--- src/rtl/alu_result_uart_tx_if.sv ---
// Result handshake between the adder stage and the UART result sink.
// The adder side uses the master modport and the sink uses the slave modport.
interface alu_result_uart_tx_if;
  logic [4:0] sum_in;
  logic       sum_valid;
  logic       sum_ready;

  modport master (
    output sum_in,
    output sum_valid,
    input  sum_ready
  );

  modport slave (
    input  sum_in,
    input  sum_valid,
    output sum_ready
  );
endinterface

--- src/rtl/alu_result_uart_tx.sv ---
// Buffers up to four 5-bit adder results and sends each one as an 8N1 UART byte.
// A new frame starts at the end of STOP when more data is queued, so there is no idle gap.
module alu_result_uart_tx #(
  parameter int CLKS_PER_BIT = 16
) (
  input  logic                       clk,
  input  logic                       rst,
  alu_result_uart_tx_if.slave        sum_if,
  output logic                       tx,
  output logic                       busy,
  output logic [2:0]                 fifo_count,
  output logic                       ovf
);

  localparam logic [1:0] S_IDLE  = 2'd0;
  localparam logic [1:0] S_START = 2'd1;
  localparam logic [1:0] S_DATA  = 2'd2;
  localparam logic [1:0] S_STOP  = 2'd3;

  localparam logic [15:0] BAUD_LAST = 16'(CLKS_PER_BIT - 1);

  logic [1:0]  state_q, state_d;
  logic [7:0]  shift_q, shift_d;
  logic [2:0]  bit_cnt_q, bit_cnt_d;
  logic [15:0] baud_q, baud_d;
  logic        tx_q, tx_d;
  logic        busy_q, busy_d;
  logic [2:0]  count_q, count_d;
  logic [1:0]  rd_ptr_q, rd_ptr_d;
  logic [1:0]  wr_ptr_q, wr_ptr_d;
  logic        ovf_q, ovf_d;
  logic [7:0]  mem_q [4];

  logic ready;
  logic push;
  logic pop;
  logic bit_end;

  // No bypass: a full FIFO refuses data even if a pop happens this cycle.
  assign ready            = (count_q != 3'd4) && !rst;
  assign sum_if.sum_ready = ready;
  assign push             = sum_if.sum_valid && ready;
  assign bit_end          = (baud_q == BAUD_LAST);

  always_comb begin
    pop = 1'b0;
    if (state_q == S_IDLE && count_q != 3'd0) begin
      pop = 1'b1;
    end
    if (state_q == S_STOP && bit_end && count_q != 3'd0) begin
      pop = 1'b1;
    end
  end

  always_comb begin
    state_d   = state_q;
    shift_d   = shift_q;
    bit_cnt_d = bit_cnt_q;
    baud_d    = baud_q + 16'd1;
    case (state_q)
      S_IDLE: begin
        baud_d = 16'd0;
        if (pop) begin
          state_d = S_START;
          shift_d = mem_q[rd_ptr_q];
        end
      end
      S_START: begin
        if (bit_end) begin
          state_d   = S_DATA;
          bit_cnt_d = 3'd0;
          baud_d    = 16'd0;
        end
      end
      S_DATA: begin
        if (bit_end) begin
          baud_d  = 16'd0;
          shift_d = {1'b0, shift_q[7:1]};
          if (bit_cnt_q == 3'd7) begin
            state_d = S_STOP;
          end else begin
            bit_cnt_d = bit_cnt_q + 3'd1;
          end
        end
      end
      default: begin
        if (bit_end) begin
          baud_d = 16'd0;
          if (pop) begin
            state_d = S_START;
            shift_d = mem_q[rd_ptr_q];
          end else begin
            state_d = S_IDLE;
          end
        end
      end
    endcase
  end

  // tx and busy are registered from the next state so they line up with it.
  always_comb begin
    tx_d   = 1'b1;
    busy_d = (state_d != S_IDLE);
    if (state_d == S_START) begin
      tx_d = 1'b0;
    end else if (state_d == S_DATA) begin
      tx_d = shift_d[0];
    end
  end

  always_comb begin
    count_d  = count_q;
    rd_ptr_d = rd_ptr_q;
    wr_ptr_d = wr_ptr_q;
    if (push) begin
      wr_ptr_d = wr_ptr_q + 2'd1;
    end
    if (pop) begin
      rd_ptr_d = rd_ptr_q + 2'd1;
    end
    if (push && !pop) begin
      count_d = count_q + 3'd1;
    end else if (pop && !push) begin
      count_d = count_q - 3'd1;
    end
    ovf_d = ovf_q | (sum_if.sum_valid && !ready && !rst);
  end

  always_ff @(posedge clk) begin
    if (rst) begin
      state_q   <= S_IDLE;
      shift_q   <= 8'd0;
      bit_cnt_q <= 3'd0;
      baud_q    <= 16'd0;
      tx_q      <= 1'b1;
      busy_q    <= 1'b0;
      count_q   <= 3'd0;
      rd_ptr_q  <= 2'd0;
      wr_ptr_q  <= 2'd0;
      ovf_q     <= 1'b0;
    end else begin
      state_q   <= state_d;
      shift_q   <= shift_d;
      bit_cnt_q <= bit_cnt_d;
      baud_q    <= baud_d;
      tx_q      <= tx_d;
      busy_q    <= busy_d;
      count_q   <= count_d;
      rd_ptr_q  <= rd_ptr_d;
      wr_ptr_q  <= wr_ptr_d;
      ovf_q     <= ovf_d;
    end
  end

  // Storage needs no reset; push is already blocked while rst is high.
  always_ff @(posedge clk) begin
    if (push) begin
      mem_q[wr_ptr_q] <= {3'b000, sum_if.sum_in};
    end
  end

  assign tx         = tx_q;
  assign busy       = busy_q;
  assign fifo_count = count_q;
  assign ovf        = ovf_q;

endmodule

--- src/flat_wrapper.sv ---
// flat-port wrapper written by rule: the top's interface ports become plain ports
module alu_result_uart_tx_flat 
#(
  parameter int CLKS_PER_BIT = 16
)
  (clk, rst, tx, busy, fifo_count, ovf, sum_if_sum_in, sum_if_sum_valid, sum_if_sum_ready);
  alu_result_uart_tx_if sum_if_i ();
  input  logic clk;
  input  logic rst;
  output logic tx;
  output logic busy;
  output logic [2:0] fifo_count;
  output logic ovf;
  input wire logic [$bits(sum_if_i.sum_in)-1:0] sum_if_sum_in;
  input wire logic [$bits(sum_if_i.sum_valid)-1:0] sum_if_sum_valid;
  output wire logic [$bits(sum_if_i.sum_ready)-1:0] sum_if_sum_ready;
  assign sum_if_i.sum_in = sum_if_sum_in;
  assign sum_if_i.sum_valid = sum_if_sum_valid;
  assign sum_if_sum_ready = sum_if_i.sum_ready;
  alu_result_uart_tx #(.CLKS_PER_BIT(CLKS_PER_BIT)) u_core (.clk(clk), .rst(rst), .sum_if(sum_if_i), .tx(tx), .busy(busy), .fifo_count(fifo_count), .ovf(ovf));
endmodule
--- config.mk ---
export PLATFORM = sky130hd
export DESIGN_NAME = alu_result_uart_tx_flat
export DESIGN_NICKNAME = d
export VERILOG_FILES = /design/src/rtl/alu_result_uart_tx_if.sv /design/src/rtl/alu_result_uart_tx.sv /design/src/flat_wrapper.sv
export SDC_FILE = /design/constraint.sdc
export NUM_CORES = 1
export LEC_CHECK = 0
export ABC_AREA = 1
export BUFFER_PORTS_ARGS = -buffer_cell sky130_fd_sc_hd__buf_2
export CORE_MARGIN = 2
export CORE_UTILIZATION = 40
export CTS_BUF_LIST = sky130_fd_sc_hd__clkbuf_8
export DETAILED_ROUTE_END_ITERATION = 10
export PLACE_DENSITY_LB_ADDON = 0.15
export SKIP_CTS_REPAIR_TIMING = 1
export SLEW_MARGIN = 20
export SYNTH_ARGS = -nofsm -noshare
export SYNTH_HDL_FRONTEND = slang
export SYNTH_SLANG_ARGS = --single-unit
--- constraint.sdc ---
create_clock -name clk -period 2.1 [get_ports clk]
set_clock_uncertainty 0.2 [all_clocks]
set_input_delay 0.105 -clock clk [delete_from_list [all_inputs] [get_ports clk]]
set_output_delay 0.105 -clock clk [all_outputs]
set_load 0.05 [all_outputs]
==> reports/results.ini <==
[die]
start_util_pct=42.0
coreArea_sq_um=6460
fp.dieW_microns=86.3
die_area_sq_um=7450
top_level_ports=15
die_h_microns=86.3
rows=29

[flow_run]
drv_cap=0

[clock_network]
clock_latency_ns=0.34
clk_pin_slew_ns=0.07
cts_sinks=61
h-tree-depth=3
cts-root-buf=clkbuf_8
cts_tree=yes
numCtsBuffers=9
max-clock-path-buffers=2

[logic_synthesis]
yosysWarnings=0
syn_inst=321
synthAdderAreaFrac_pct=4.43
synth-xor-area-share_pct=0.323
syn-num-nets=338
synth_compound_area_share_pct=12.7
syn_area_per_cell_sq_um=8.44
synth-simple-area-share_pct=23.7
synth_seq_cells=61
synth_area_sq_um=2710
synthDistinctLibCells=33
ys_seq_area_share_pct=52.4
synth_top_family_by_area=simple AND/OR/NAND/NOR gates
muxShareOfSynthArea_pct=0

[drt]
num_vias=2202
wl_microns=5300
via_per_inst=4.83
final_antenna_net_count=0
dr.pass1.iters=4
first_iter_violations=125
drc=0
wl_per_cell_microns=11.6

[sta]
relSlewSlack_pct=69.4
period_needed_ns=2.03
fin_ws_ns=0.0688
worst_slew_pin_slew_ns=0.457
fin_hold_ws_ns=0.251
setup_viol=0
rsz0062_at_grt=yes
slew_violations=0
fmax_ghz=0.492
hold_violations=0
setup-tns-final_ns=0
min_period_over_period_pct=96.7

[placed_design]
dpl.hpwl_microns=3840
gp_congestion=0.809
pre_cts_ws_ns=-0.0197
port_buffers=14

[global_route]
overflow=0
grt_max_degree=13
grt_pass1_wl_microns=8730
antenna_found_initial=0
track_usage_pct=15.2
grt_pass1_vias=1946

[final_layout]
area_growth_pct=26.4
fillCellCount=595
diodes=0
postLayoutCoreUtil_pct=53.0
regArea_sq_um=1440
nets=391
multiInputGateArea_sq_um=1180
drive_gt1_share_pct=25.1

[worst_setup_path]
worstSetupStartpointType=flip-flop
path_class=flip-flop to flip-flop
path_max_fanout=2
endpoint_kind=flip-flop
cp.arrival_ns=2.06
worstPathRequired_ns=2.13

[pwr]
p_per_area_nw_per_um2=1160
power_mw=3.99
ir_worst_vdd_v=0.000749
leakage_nw=1.41

[min_path]
hp-class=flip-flop to flip-flop

[status]
status=completed

-- report_power, final --
group	total [mW]	switching [mW]	internal, mW
registers	1.53	0.126	1.40
clock network	1.17	0.496	0.673
logic	1.29	0.827	0.467
total	3.99	1.45	2.54
-- synthesized netlist by cell type, drive strengths merged --
master / count / area share, %
inv: 42 / 5.8
o21a: 2 / 0.55
nor4: 1 / 0.23
dfxtp: 41 / 30
nand3: 13 / 2.6
a211oi: 3 / 1.0
o211a: 1 / 0.37
a31oi: 4 / 0.92
fa: 1 / 0.74
clkinv: 1 / 0.14
a22oi: 1 / 0.28
o21ai: 20 / 3.7
nand2: 74 / 11
clkbuf: 3 / 0.42
and3: 1 / 0.23
o32ai: 1 / 0.32
ha: 8 / 3.7
nand4: 4 / 0.92
xnor2: 1 / 0.32
edfxtp: 20 / 22
a21oi: 30 / 5.5
nor3: 12 / 3.0
nor2: 37 / 5.6
-- placed cells by master (no fill, tap or decap), types with 2 or more instances in the layout --
cell type	Yosys	routed
bufinv_16	0	2
nand4_1	4	4
o21ai_1	2	5
a211oi_1	2	2
inv_6	0	2
clkinvlp_4	0	3
inv_1	39	34
dfxtp_4	0	3
dfxtp_1	41	33
a21oi_1	30	30
o21ai_0	18	15
nand2_1	66	64
a31oi_1	4	4
edfxtp_1	20	20
nor3_4	1	2
inv_2	3	6
nand3_1	12	11
o21a_1	2	2
nand2_2	7	8
clkbuf_8	0	9
buf_4	0	23
buf_2	0	14
nor2_1	34	31
ha_4	0	2
ha_1	8	6
nor3_1	9	8
dfxtp_2	0	5
dlygate4sd3_1	0	8
nand3_2	1	2
nor2_2	2	5
nand2_4	1	2
nor3_2	2	2
-- per-layer routing --
| layer | up-vias | part of all wire (%) | routed length [microns] | GRT usage (%) |
|---|---|---|---|---|
| li1 | 1175 | - | - | - |
| met5 | - | 0 | 0 | 0 |
| met4 | 0 | 1.7 | 89 | 6.82 |
| met3 | 7 | 4.4 | 231 | 4.86 |
| met1 | 987 | 49 | 2600 | 20.2 |
| met2 | 33 | 45 | 2370 | 22.6 |
-- metrics by stage --
step,std cells,cell area [sq um]
2_1_floorplan,321,2760
3_3_place_gp,431,3080
3_5_place_dp,431,3080
4_1_cts,447,3300
5_1_grt,456,3420
6_report,456,3420
-- cells by family after synthesis --
family | Yosys count
AND/OR/NAND/NOR | 142
buffers and inverters | 46
XOR/XNOR | 1
flip-flops | 61
AO/OA/AOI/OAI | 62
adder cells (fa/ha/maj) | 9
-- flip-flops by register name, summed over array words and instances, names as in the netlist, named ones only --
name               flops
u_core.bit_cnt_q       3
u_core.shift_q         8
u_core.rd_ptr_q        2
u_core.baud_q         16
u_core.busy            1
u_core.wr_ptr_q        2
u_core.tx              1
u_core.fifo_count      3
u_core.mem_q          20
u_core.state_q         2
u_core.ovf             1
-- final cells by class --
type	instances	area share [%]
Sequential cell	61	42.0
Multi-Input combinational cell	214	34.4
Timing Repair Buffer	45	9.43
Inverter	43	4.90
Clock buffer	9	3.62
Clock inverter	7	2.85
Tap cell	77	2.81
-- final timing paths --
kind                                   from                           endpoint  slack, ns  cells after the start
min reg2reg  u_core.shift_q[7]$_SDFFE_PP0P_     u_core.shift_q[7]$_SDFFE_PP0P_       0.25                      2
max             u_core.baud_q[1]$_SDFF_PP0_  u_core.fifo_count[2]$_SDFFE_PP0P_       0.07                     13
max reg2reg     u_core.baud_q[1]$_SDFF_PP0_  u_core.fifo_count[2]$_SDFFE_PP0P_       0.07                     13
min          u_core.shift_q[7]$_SDFFE_PP0P_     u_core.shift_q[7]$_SDFFE_PP0P_       0.25                      2
-- critical path, stage by stage, from the launching register on --
cell     delay [ns]
dfxtp_2        0.34
ha_4           0.16
nand3_2        0.08
nor2_2         0.04
nand2_2        0.07
nand2_2        0.08
nand2_4        0.07
ha_4           0.13
inv_4          0.03
fa_2           0.33
a21oi_1        0.14
o21ai_1        0.09
o21ai_1        0.13
a21oi_1        0.04
Power figures use the tool's default switching activity.
